[src/rtl/seg_pkg.sv]
// Shared constants and elaboration helpers for the multiplexed seven-segment driver.
package seg_pkg;

    // Segment bit positions; bit set means segment lit (active-high domain).
    localparam int SEG_A = 0;
    localparam int SEG_B = 1;
    localparam int SEG_C = 2;
    localparam int SEG_D = 3;
    localparam int SEG_E = 4;
    localparam int SEG_F = 5;
    localparam int SEG_G = 6;

    localparam logic [6:0] BLANK_SEGS = 7'h7F;

    // Bits needed to hold 0..v-1, never less than one so degenerate sizes stay legal.
    function automatic int seg_clog2(input int v);
        int w;
        w = 1;
        while ((1 << w) < v) w++;
        return w;
    endfunction

endpackage

[src/rtl/hex7seg_dec.sv]
// Combinational hex-to-seven-segment decoder, active-high, bit SEG_A..SEG_G = a..g.
module hex7seg_dec
    import seg_pkg::*;
(
    input  logic [3:0] hex,
    output logic [6:0] seg
);

    always_comb begin
        seg = '0;
        case (hex)
            4'h0: seg = 7'h3F;
            4'h1: seg = 7'h06;
            4'h2: seg = 7'h5B;
            4'h3: seg = 7'h4F;
            4'h4: seg = 7'h66;
            4'h5: seg = 7'h6D;
            4'h6: seg = 7'h7D;
            4'h7: seg = 7'h07;
            4'h8: seg = 7'h7F;
            4'h9: seg = 7'h6F;
            4'hA: seg = 7'h77;
            4'hB: seg = 7'h7C;
            4'hC: seg = 7'h39;
            4'hD: seg = 7'h5E;
            4'hE: seg = 7'h79;
            4'hF: seg = 7'h71;
        endcase
    end

endmodule

[src/rtl/seg_scan_drvr.sv]
// Multiplexed common-anode seven-segment scanner with decimal points, leading-zero
// blanking, PWM brightness and per-digit blink; all display pins come from flops.
module seg_scan_drvr
    import seg_pkg::*;
#(
    parameter int NUM_DIGITS = 4,
    parameter int CLK_DIV    = 50000,
    parameter int BRIGHT_W   = 3,
    parameter int BLINK_DIV  = 250
) (
    input  logic                    clk,
    input  logic                    rst,
    input  logic [4*NUM_DIGITS-1:0] digits,
    input  logic [NUM_DIGITS-1:0]   dp_in,
    input  logic                    blank_lz,
    input  logic [BRIGHT_W-1:0]     brightness,
    input  logic [NUM_DIGITS-1:0]   blink_en,
    output logic [NUM_DIGITS-1:0]   an,
    output logic [6:0]              cath,
    output logic                    dp_n,
    output logic                    slot_tick
);

    localparam int PRE_W = seg_clog2(CLK_DIV);
    localparam int IDX_W = seg_clog2(NUM_DIGITS);
    localparam int BLK_W = seg_clog2(BLINK_DIV);

    localparam logic [PRE_W-1:0] PRE_MAX = PRE_W'(CLK_DIV - 1);
    localparam logic [IDX_W-1:0] IDX_MAX = IDX_W'(NUM_DIGITS - 1);
    localparam logic [BLK_W-1:0] BLK_MAX = BLK_W'(BLINK_DIV - 1);

    logic [PRE_W-1:0]    prescaler;
    logic [IDX_W-1:0]    idx;
    logic [BRIGHT_W-1:0] pwm_cnt;
    logic [BLK_W-1:0]    blink_cnt;
    logic                blink_phase;
    logic                tick;

    logic [3:0]            cur_hex;
    logic [6:0]            seg_on;
    logic                  lead_zero;
    logic                  blank;
    logic [IDX_W-1:0]      an_sel;
    logic [NUM_DIGITS-1:0] an_next;

    logic [NUM_DIGITS-1:0] an_p1;
    logic [6:0]            cath_p1;
    logic                  dp_n_p1;
    logic                  slot_tick_p1;

    assign tick = (prescaler == '0);

    // Timing state: slot prescaler, digit index, PWM ramp and blink phase
    always_ff @(posedge clk) begin
        if (rst) begin
            prescaler   <= PRE_MAX;
            idx         <= '0;
            pwm_cnt     <= '0;
            blink_cnt   <= '0;
            blink_phase <= 1'b0;
        end else begin
            pwm_cnt <= pwm_cnt + 1'b1;
            if (tick) begin
                prescaler <= PRE_MAX;
                idx       <= (idx == IDX_MAX) ? '0 : idx + 1'b1;
                if (blink_cnt == BLK_MAX) begin
                    blink_cnt   <= '0;
                    blink_phase <= ~blink_phase;
                end else begin
                    blink_cnt <= blink_cnt + 1'b1;
                end
            end else begin
                prescaler <= prescaler - 1'b1;
            end
        end
    end

    hex7seg_dec u_dec (
        .hex (cur_hex),
        .seg (seg_on)
    );

    // Stage p0: select current digit and decide whether it is blanked
    always_comb begin
        cur_hex   = digits[{idx, 2'b00} +: 4];
        lead_zero = 1'b1;
        for (int i = 0; i < NUM_DIGITS; i++) begin
            if (i <= int'(idx) && digits[4*i +: 4] != 4'h0) lead_zero = 1'b0;
        end
        blank = (blink_phase && blink_en[idx])
             || (blank_lz && (idx != IDX_MAX) && lead_zero)
             || (pwm_cnt > brightness);
        an_sel          = IDX_MAX - idx;
        an_next         = '1;
        an_next[an_sel] = 1'b0;
    end

    // Stage p1: registered pin drive
    always_ff @(posedge clk) begin
        if (rst) begin
            an_p1        <= '1;
            cath_p1      <= BLANK_SEGS;
            dp_n_p1      <= 1'b1;
            slot_tick_p1 <= 1'b0;
        end else begin
            slot_tick_p1 <= tick;
            if (blank) begin
                an_p1   <= '1;
                cath_p1 <= BLANK_SEGS;
                dp_n_p1 <= 1'b1;
            end else begin
                an_p1   <= an_next;
                cath_p1 <= ~seg_on;
                dp_n_p1 <= ~dp_in[idx];
            end
        end
    end

    assign an        = an_p1;
    assign cath      = cath_p1;
    assign dp_n      = dp_n_p1;
    assign slot_tick = slot_tick_p1;

endmodule

[config.mk]
export PLATFORM = sky130hd
export DESIGN_NAME = seg_scan_drvr
export DESIGN_NICKNAME = d
export VERILOG_FILES = /design/src/rtl/seg_pkg.sv /design/src/rtl/hex7seg_dec.sv /design/src/rtl/seg_scan_drvr.sv
export SDC_FILE = /design/constraint.sdc
export NUM_CORES = 1
export LEC_CHECK = 0
export CAP_MARGIN = 20
export CORE_ASPECT_RATIO = 1.5
export CORE_MARGIN = 5
export CORE_UTILIZATION = 58
export CTS_BUF_LIST = sky130_fd_sc_hd__clkbuf_8
export DETAILED_ROUTE_END_ITERATION = 6
export PLACE_DENSITY = 0.87
export SLEW_MARGIN = 5
export SYNTH_ARGS = -nofsm -noshare
export SYNTH_HDL_FRONTEND = slang
export SYNTH_SLANG_ARGS = --single-unit
[constraint.sdc]
create_clock -name clk -period 4.3 [get_ports clk]
set_input_delay 0.86 -clock clk [delete_from_list [all_inputs] [get_ports clk]]
set_output_delay 0.86 -clock clk [all_outputs]
set_load 0.02 [all_outputs]
# After elaboration in Yosys (flattened, before gate mapping)
# Memories as Yosys holds them, arrays and structs flattened.
# Cells that the tools add are included.
dict set report totals {
  out_inout_bits 13
  register_bits 43
  mem_count 1
  mem_bits_ro 112
  wordCells 59
}
dict set report classes {
  addsub 5
  shift 1
  n_bitwise 4
  n_eq_ne 3
  magnitude_cmp 7
  muxes 12
  reduce_logical 17
}
# name words width read_ports rd_clocked_by_memory_dff write_ports line
set memory_table {}
lappend memory_table {{(no name shown)} 16 7 1 0 0 hex7seg_dec.sv:11} ;# case (hex)
# cell n
set ops {}
lappend ops {{$logic_not 16->1} 1}
lappend ops {{$reduce_bool 4->1} 4}
lappend ops {{$shiftx 16x5->4} 1}
lappend ops {{$sub 16x1->16 const B} 1}
lappend ops {{$add 8x1->8 const B} 1}
lappend ops {{$eq 8x8->1 const B} 1}
lappend ops {{$mux 8} 1}
lappend ops {{$logic_and 1x1->1} 7}
lappend ops {{$mux 1} 7}
lappend ops {{$not 7->7} 1}
lappend ops {{$lt 2x3->1 const B} 2}
lappend ops {{$bmux 1 s2} 2}
lappend ops {{$le 2x2->1 const A} 2}
lappend ops {{$not 4->4} 1}
lappend ops {{$reduce_or 2->1} 2}
lappend ops {{$add 3x1->3 const B} 1}
lappend ops {{$gt 3x3->1} 1}
lappend ops {{$add 2x1->2 const B} 1}
lappend ops {{$demux 1 s2} 1}
lappend ops {{$eq 2x2->1 const B} 1}
lappend ops {{$ge 2x1->1 const B} 1}
lappend ops {{$le 1x2->1 const A} 1}
lappend ops {{$logic_or 1x1->1} 2}
lappend ops {{$mux 2} 1}
lappend ops {{other kinds (4)} 5}

# Logic depth before layout (Yosys ltp)
# Gate-level depths: netlist of run 1.
dict set report depth {
  depth_word 9
  ltp_mapped 8
  mapped_depth_nobuf 6
}

# By module
# From an unflattened synthesis of run 1, not the netlist that was laid out.
dict set report hier_totals {
  cells_unflattened 244
  area_unflattened_um2 2318.5
}
# module n_inst cells_per_inst area_each_um2
set modules_own_cells {}
lappend modules_own_cells {seg_scan_drvr 1 211 2028.2}
lappend modules_own_cells {hex7seg_dec 1 33 290.3}

# Least setup slack after synthesis of run 1
# OpenSTA, ideal clock, no wires.
dict set report synth_path {
  path_kind {input -> register}
  startpoint {input port digits[13]}
  endpoint {register cath_p1[0], in the netlist cath[0]}
  path_buffers 0
  arrival_time_ns 2.175
  setup_ns 0.095
  path_slack_ns 2.030
  cell_stages 6
  cell_sequence {mux4_2 > inv_1 > ha_1 > nor2_1 > a32o_1 > o311ai_1}
}
dict set report synth_via {
  elab_chain_len 7
  elab_cells_between_ends 10
}
# element line
set synth_lines {}
lappend synth_lines {{start, declared} seg_scan_drvr.sv:13} ;# input logic [4*NUM_DIGITS-1:0] digits,
lappend synth_lines {{parallel branches: the longest is 7 deep, another holds $mem_v2 16x7} --}
lappend synth_lines {{end signal, assigned} seg_scan_drvr.sv:113} ;# cath_p1 <= ~seg_on;
lappend synth_lines {{end, declared} seg_scan_drvr.sv:47} ;# logic [6:0] cath_p1;
# Parallel ways; which one is timed is not known.
# A chain may end at the register's enable or synchronous reset.

# Worst setup path in the final report of run 1
dict set report layout_path {
  startpoint {input port brightness[1]}
  endpoint {register cath_p1[3], in the netlist cath[3]}
}
dict set report layout_via {
  elab_chain_len 3
}
# element line
set layout_lines {}
lappend layout_lines {{start, declared} seg_scan_drvr.sv:16} ;# input logic [BRIGHT_W-1:0] brightness,
lappend layout_lines {{$gt 3x3->1} seg_scan_drvr.sv:92} ;# || (pwm_cnt > brightness);
lappend layout_lines {{$logic_or 1x1->1} seg_scan_drvr.sv:92}
lappend layout_lines {{$reduce_or 2->1 (no line)} --}
# No other way between the ends.

==> impl_summary.txt, run 1 <==
----------------------------------------------------
[Status]
  Result of the run ... completed

[Yosys]
  Number of standard cells after synthesis ... 260
  Most frequent cells after synthesis ... sky130_fd_sc_hd__dfxtp_1 (43), sky130_fd_sc_hd__nand3_1 (22), sky130_fd_sc_hd__nand2_1 (18)
  Ys Warns ... 0
  Synthesized cell area ... between 2000 and 2500 um^2
  Area share of the largest cell type after synthesis ... 36.3%
  Yosys reg bits ... 43
  Most frequent cell after synthesis ... sky130_fd_sc_hd__dfxtp_1
  Fraction of the yosys area taken by sequential cells ... 36.3%
  Post-synthesis average cell area ... between 9 and 10 um^2
  Synth area leaders ... sky130_fd_sc_hd__dfxtp_1 (36%), sky130_fd_sc_hd__ha_1 (9.0%), sky130_fd_sc_hd__mux4_2 (5.7%)
  Number of distinct standard cells referenced by the synthesized netlist ... 50
  Leading register cell type out of synthesis ... sky130_fd_sc_hd__dfxtp_1
  Largest area contributor in the netlist ... sky130_fd_sc_hd__dfxtp_1
  Number of flops mapped to enable cells by yosys ... 0
  Share of flip-flops with an asynchronous set or reset ... 0%
  Post-Syn Nets ... a little over 300

[Clock tree]
  Resized cells post-CTS ... 0
  Post-CTS setup repair buffer count ... 0
  TritonCTS clock tree ... yes
  CTS clk-pin slew, worst paths ... 0.08 ns
  Buffer depth of the longest clock path ... 2
  Skew-Pair Late Insertion Delay ... around 0.3 ns
  Clock sink count ... between 40 and 50
  H-tree depth reported by CTS ... 2
  # hold bufs at CTS ... 0
  Buffer type at the clock tree root ... sky130_fd_sc_hd__clkbuf_8
  Number of clock buffers inserted by TritonCTS ... 5

[Timing]
  Transition time of the tightest slew-check pin ... around 1 ns
  Highest attainable clock frequency ... 371 MHz
  Unrepaired setup endpoints after global routing ... false
  Final Hold Violating Endpoints ... 0
  Clock Skew ... between 0.006 and 0.007 ns
  Setup-violating endpoint count in the final report ... 0
  Total count of max-transition violations in the final report ... 0
  TNS Setup ... 0 ns
  Tmin final ... 2.69 ns
  Worst slew slack as a fraction of its limit ... 33.3%
  Period Utilization, post-route ... around 63%

[Worst hold path]
  Path class of the lowest-slack min-delay path ... reg -> reg

[Layout]
  Filler instances ... 297
  Layout cells sized above 1 ... 8.05%
  Antenna cell count ... 0
  Storage element area ... approximately 860 um^2
  Number of non-filler instances in the completed layout ... 343
  Post-Layout Inst Area ... 2890 um^2
  Area growth, synth to finish ... 21.9%
  # nets final ... about 340
  Area of the multi-input gates ... around 1400 um^2

[Detailed routing]
  Total wirelength of the detailed-routed design ... about 5.4 mm
  Detailed Routing Iterations Pass 1 ... 4
  WL per Instance ... ~16 um
  Via/cell ratio ... 6.00
  1st-iter DRT viols ... 105
  Remaining antenna violation count after routing ... 0
  Total via count in the routed design ... between 2000 and 2500
  DRC Markers ... 0

[Global route]
  Antenna violations before repair ... 0
  Overflow left after global routing ... 0
  First-pass GRT wire length ... ~9.4 mm
  Overall Global Routing Usage ... a little over a fifth
  Number of global-route vias before repair ... 2052
  Pin count of the biggest net entering global routing ... 18

[Die]
  Overall die area ... 5500 um^2
  Standard-cell row count ... 28
  Boundary Pins ... 43
  Initial Utilization ... about three fifths
  Vertical extent of the die ... between 80 and 90 um
  Placeable core region ... around 4000 um^2
  Die X-Extent ... between 60 and 70 um

[Critical path]
  Crit path largest cell delay ... approximately 0.75 ns
  Required time at the endpoint of the critical path ... approximately 4.4 ns
  Critical-path cell with the highest stage delay ... sky130_fd_sc_hd__a2bb2oi_1
  CP Launch Type ... input pin
  CP cell instances ... clkdlybuf4s50_1, inv_1, ha_1, a211oi_1, a2bb2oi_1, o2111ai_1
  Max Fanout on Critical Path ... 12
  CP Capture Type ... flop
  Arrival time of the worst setup path ... 2.81 ns
  Register-to-register setup slack ... 1.78 ns
  WS Path Type ... in -> reg
  Cell class contributing the biggest share of worst-path delay ... compound AO/OA/AOI/OAI gates
  Combined buffer and inverter count along the critical path ... 2

[Place]
  Global placement routability congestion ... ~0.87
  Cells after DPL ... around 340
  Half-perimeter wire length of the detailed placement result ... about 4.2 mm
  IO Port Bufs ... 42
  Placed instance area ... between 2000 and 3000 um^2

[Power and ir drop]
  Areal power density over the cells ... roughly 290 nW/um^2
  Leak ... ~0.0010 uW
  Worst vdd rail ir drop ... around 330 uV

[Job]
  Total of max-cap violations ... 0

----------------------------------------------------
layer usage:
metal	wire (um)	track usage [%]	vias up
li1	-	-	1026
met1	2190	22.3	963
met2	2860	40.0	61
met3	261	4.83	9
met4	120	9.07	0
met5	0	0	-
sequential cells by signal, summed over array words and instances (netlist names):
name         count
pwm_cnt          3
an               4
blink_phase      1
cath             7
blink_cnt        8
prescaler       16
slot_tick        1
dp_n             1
idx              2
final cells by class:
type                    count  area share [%]
flip-flops and latches     43            29.8
clock inverters             1           0.130
multi-input cells         189            48.2
repair buffers             42            14.5
inverters                  16            2.08
clock buffers               7            3.33
well taps                  45            1.95
layout by cell type, fill, tap and decap left out, types with 3 or more instances in the layout:
cell type	instances
sky130_fd_sc_hd__mux4_2	6
sky130_fd_sc_hd__o31ai_1	4
sky130_fd_sc_hd__xnor2_1	6
sky130_fd_sc_hd__ha_1	17
sky130_fd_sc_hd__nand2_1	18
sky130_fd_sc_hd__dfxtp_1	43
sky130_fd_sc_hd__nand4_1	3
sky130_fd_sc_hd__or4_1	5
sky130_fd_sc_hd__mux2_2	5
sky130_fd_sc_hd__clkbuf_8	7
sky130_fd_sc_hd__or3_1	4
sky130_fd_sc_hd__a21oi_1	13
sky130_fd_sc_hd__nor3b_1	4
sky130_fd_sc_hd__nor2_1	16
sky130_fd_sc_hd__nand3_1	22
sky130_fd_sc_hd__o21ai_0	14
sky130_fd_sc_hd__xor2_1	8
sky130_fd_sc_hd__nor3_1	7
sky130_fd_sc_hd__inv_1	17
sky130_fd_sc_hd__clkdlybuf4s50_1	42
worst register-to-register path: cells and delay by family, from the launching register on:
| family | cells | cell delay [ns] |
|---|---|---|
| AOI/OAI and AO/OA | 2 | 0.50 |
| adders and majority gates | 1 | 0.29 |
| buffers and inverters | 1 | 0.17 |
| DFF | 1 | 0.76 |
| muxes | 1 | 0.65 |
| and+or+nand+nor | 1 | 0.06 |
final timing paths:
path                                   end  cells past startpoint           from
worst max-delay path               cath[3]                      6  brightness[1]
worst min-delay path            pwm_cnt[0]                      1     pwm_cnt[0]
worst max register to register     cath[0]                      6         idx[0]
worst min register to register  pwm_cnt[0]                      1     pwm_cnt[0]
power breakdown:
group          switching, uW  internal [uW]
Clock                    132            144
Combinational           59.9           68.4
Sequential              8.41            413
cell families after synthesis:
family	Yosys count	share of synthesized area, %
AO/OA/AOI/OAI	49	13.2
buffers and inverters	28	4.96
adder cells (fa/ha/maj)	17	8.96
flip-flops	43	36.3
AND/OR/NAND/NOR	96	22.5
multiplexers	13	8.91
XOR/XNOR	14	5.17
through the flow:
| step | setup slack, ns | total power (uW) | utilization (%) | hold WS, ns |
|---|---|---|---|---|
| after floorplan | 2.03 | 497 | - | 0.417 |
| after global placement | 1.34 | 556 | 70.5 | 0.432 |
| after detailed placement | 1.27 | 559 | 70.5 | 0.439 |
| after CTS | 1.60 | 833 | 73.1 | 0.452 |
| after global routing | 1.39 | 863 | 73.1 | 0.475 |
| final | 1.61 | 826 | 73.1 | 0.442 |
No activity file was read; power rests on OpenSTA's default activity.
==> run 2, diff against run 1 <==
--- a/config.mk
+++ b/config.mk
@@ -8,10 +8,10 @@
 export CAP_MARGIN = 20
 export CORE_ASPECT_RATIO = 1.5
 export CORE_MARGIN = 5
-export CORE_UTILIZATION = 58
+export CORE_UTILIZATION = 54
 export CTS_BUF_LIST = sky130_fd_sc_hd__clkbuf_8
 export DETAILED_ROUTE_END_ITERATION = 6
-export PLACE_DENSITY = 0.87
+export PLACE_DENSITY = 0.82
 export SLEW_MARGIN = 5
 export SYNTH_ARGS = -nofsm -noshare
 export SYNTH_HDL_FRONTEND = slang
==> constraint.sdc (replaced) <==
create_clock -name clk -period 2.5 [get_ports clk]
set_input_delay 0.5 -clock clk [delete_from_list [all_inputs] [get_ports clk]]
set_output_delay 0.5 -clock clk [all_outputs]
set_load 0.02 [all_outputs]
==> impl_summary.txt, run 2 (synthesis gave the netlist of run 1 again) <==
----------------------------------------------------
[Clock tree]
  Resized cells post-CTS ... 0 (unchanged)
  Buffer type at the clock tree root ... sky130_fd_sc_hd__clkbuf_8
  Buffer depth of the longest clock path ... 2 (unchanged)
  # hold bufs at CTS ... 0 (unchanged)
  CTS clk-pin slew, worst paths ... 0.08 ns (about the same)
  Clock sink count ... 43 (unchanged)
  H-tree depth reported by CTS ... 2 (unchanged)
  Post-CTS setup repair buffer count ... 0 (unchanged)
  Number of clock buffers inserted by TritonCTS ... 5 (unchanged)
  Skew-Pair Late Insertion Delay ... 0.30 ns (about the same)
  TritonCTS clock tree ... yes

[Die]
  Die X-Extent ... 64.1 um (+3.1%)
  Initial Utilization ... 55.9% (-4.0 points)
  Overall die area ... 5850 um^2 (+6.4%)
  Vertical extent of the die ... 91.2 um (+3.2%)
  Boundary Pins ... 43 (unchanged)
  Standard-cell row count ... 29 (+3.6%)
  Placeable core region ... 4250 um^2 (+7.2%)

[Detailed routing]
  1st-iter DRT viols ... 80 (-24%)
  DRC Markers ... 0 (unchanged)
  Total via count in the routed design ... 2134 (+3.6%)
  Detailed Routing Iterations Pass 1 ... 4 (unchanged)
  Remaining antenna violation count after routing ... 0 (unchanged)
  Via/cell ratio ... 6.06 (+0.99%)
  WL per Instance ... 16.4 um (+3.9%)
  Total wirelength of the detailed-routed design ... 5.78 mm (+6.6%)

[Critical path]
  CP Capture Type ... flop
  Arrival time of the worst setup path ... 2.44 ns (-0.37 ns)
  Max Fanout on Critical Path ... 6 (-6)
  Required time at the endpoint of the critical path ... 2.71 ns (-1.71 ns)
  WS Path Type ... in -> reg
  CP Launch Type ... input pin

[Layout]
  Antenna cell count ... 0 (unchanged)
  Layout cells sized above 1 ... 10.5% (+2.4 points)
  Storage element area ... 861 um^2 (unchanged)
  # nets final ... 352 (+2.3%)
  Area of the multi-input gates ... 1400 um^2 (unchanged)
  Commonest non-fill, non-tap cells in the layout ... sky130_fd_sc_hd__dfxtp_1 (43), sky130_fd_sc_hd__clkdlybuf4s50_1 (42), sky130_fd_sc_hd__nand3_1 (22)
  Largest Register ... prescaler
  Number of flip-flops in the largest register ... 16 (unchanged)
  Most frequent standard cell in the layout excluding fill and tap cells ... sky130_fd_sc_hd__dfxtp_1
  Filler instances ... 328 (+10%)
  Number of non-filler instances in the completed layout ... 352 (+2.6%)
  Area growth, synth to finish ... 24.5%

[Power and ir drop]
  Areal power density over the cells ... 486 nW/um^2 (+70%)
  Leak ... 0.00108 uW (+3.8%)
  Worst vdd rail ir drop ... 463 uV (+38%)

[Global route]
  Number of global-route vias before repair ... 2180 (+6.2%)
  First-pass GRT wire length ... 9.93 mm (+5.3%)
  Overall Global Routing Usage ... 21.1% (-0.11 points)
  Antenna violations before repair ... 0 (unchanged)
  Pin count of the biggest net entering global routing ... 16 (-2)
  Overflow left after global routing ... 0 (unchanged)

[Timing]
  Unrepaired setup endpoints after global routing ... false
  Total count of max-transition violations in the final report ... 0 (unchanged)
  TNS Setup ... 0 ns (unchanged)
  Setup-violating endpoint count in the final report ... 0 (unchanged)
  Period Utilization, post-route ... between 80 and 90%
  Tmin final ... 2.23 ns
  Final Hold Violating Endpoints ... 0 (unchanged)
  Transition time of the tightest slew-check pin ... 0.529 ns (-0.467 ns)
  Highest attainable clock frequency ... roughly 450 MHz
  Worst slew slack as a fraction of its limit ... 64.5% (+31 points)
  Clock Skew ... 0.00582 ns (-0.000547 ns)

[Worst hold path]
  Path class of the lowest-slack min-delay path ... reg -> reg

[Job]
  Total of max-cap violations ... 0 (unchanged)

[Place]
  IO Port Bufs ... 42 (unchanged)
  Cells after DPL ... 344 (+2.7%)
  Global placement routability congestion ... 0.883 (+1.8%)
  Half-perimeter wire length of the detailed placement result ... 4.41 mm (+5.3%)

[Status]
  Result of the run ... completed

----------------------------------------------------
==> run 2: changes by cell type in the layout (fill, tap and decap cells not counted), sizes merged <==
| cell | before | now |
|---|---|---|
| buf | 0 | 8 |
==> run 2: layout make-up <==
type                            count  share of cell area (%)
Multi-Input combinational cell    189                    47.2
Sequential cell                    43                    29.1
Timing Repair Buffer               50                    16.3
Clock buffer                        7                    3.26
Inverter                           16                    2.03
Tap cell                           46                    1.95
Clock inverter                      1                   0.127
==> run 2: routing by layer <==
layer,vias to the layer above,share of wire (%),GRT usage [%]
met5,-,0,0
met4,0,4.2,11.5
met3,19,5.1,5.31
met2,72,53,37.8
met1,1002,38,21.7
li1,1041,-,-
==> run 2: metrics by stage <==
stage / utilization (%) / total power, uW / cell area (um^2) / setup WS, ns / hold slack, ns
floorplan: - / 855 / 2370 / 0.351 / 0.417
global route: 69.6 / 1510 / 2950 / 0.221 / 0.476
finish: 69.6 / 1440 / 2950 / 0.272 / 0.450
CTS: 69.6 / 1450 / 2950 / 0.289 / 0.457
global placement: 67.2 / 966 / 2850 / 0.107 / 0.434
detailed placement: 67.2 / 973 / 2850 / 0.0193 / 0.441
==> run 2: critical path, cell delays in order <==
cell and delay, ns:
sky130_fd_sc_hd__clkdlybuf4s50_1 0.43, sky130_fd_sc_hd__mux4_2 0.52, sky130_fd_sc_hd__inv_1 0.15, sky130_fd_sc_hd__ha_1 0.29, sky130_fd_sc_hd__nor2_1 0.08, sky130_fd_sc_hd__a32o_1 0.23
sky130_fd_sc_hd__o311ai_1 0.25
==> run 2: worst paths after layout <==
check	start	end	slack, ns	cells after the start
worst max-delay path	digits[9]	cath[0]	0.27	7
worst min-delay path	pwm_cnt[0]	pwm_cnt[0]	0.45	1
worst min register to register	pwm_cnt[0]	pwm_cnt[0]	0.45	1
worst max register to register	idx[0]	cath[0]	0.36	6
==> run 2: report_power, final <==
| part | total (uW) | internal, uW | switching, uW |
|---|---|---|---|
| Clock | 477 | 248 | 229 |
| Sequential | 723 | 710 | 13.6 |
| Combinational | 236 | 125 | 111 |
| Total | 1440 | 1080 | 353 |
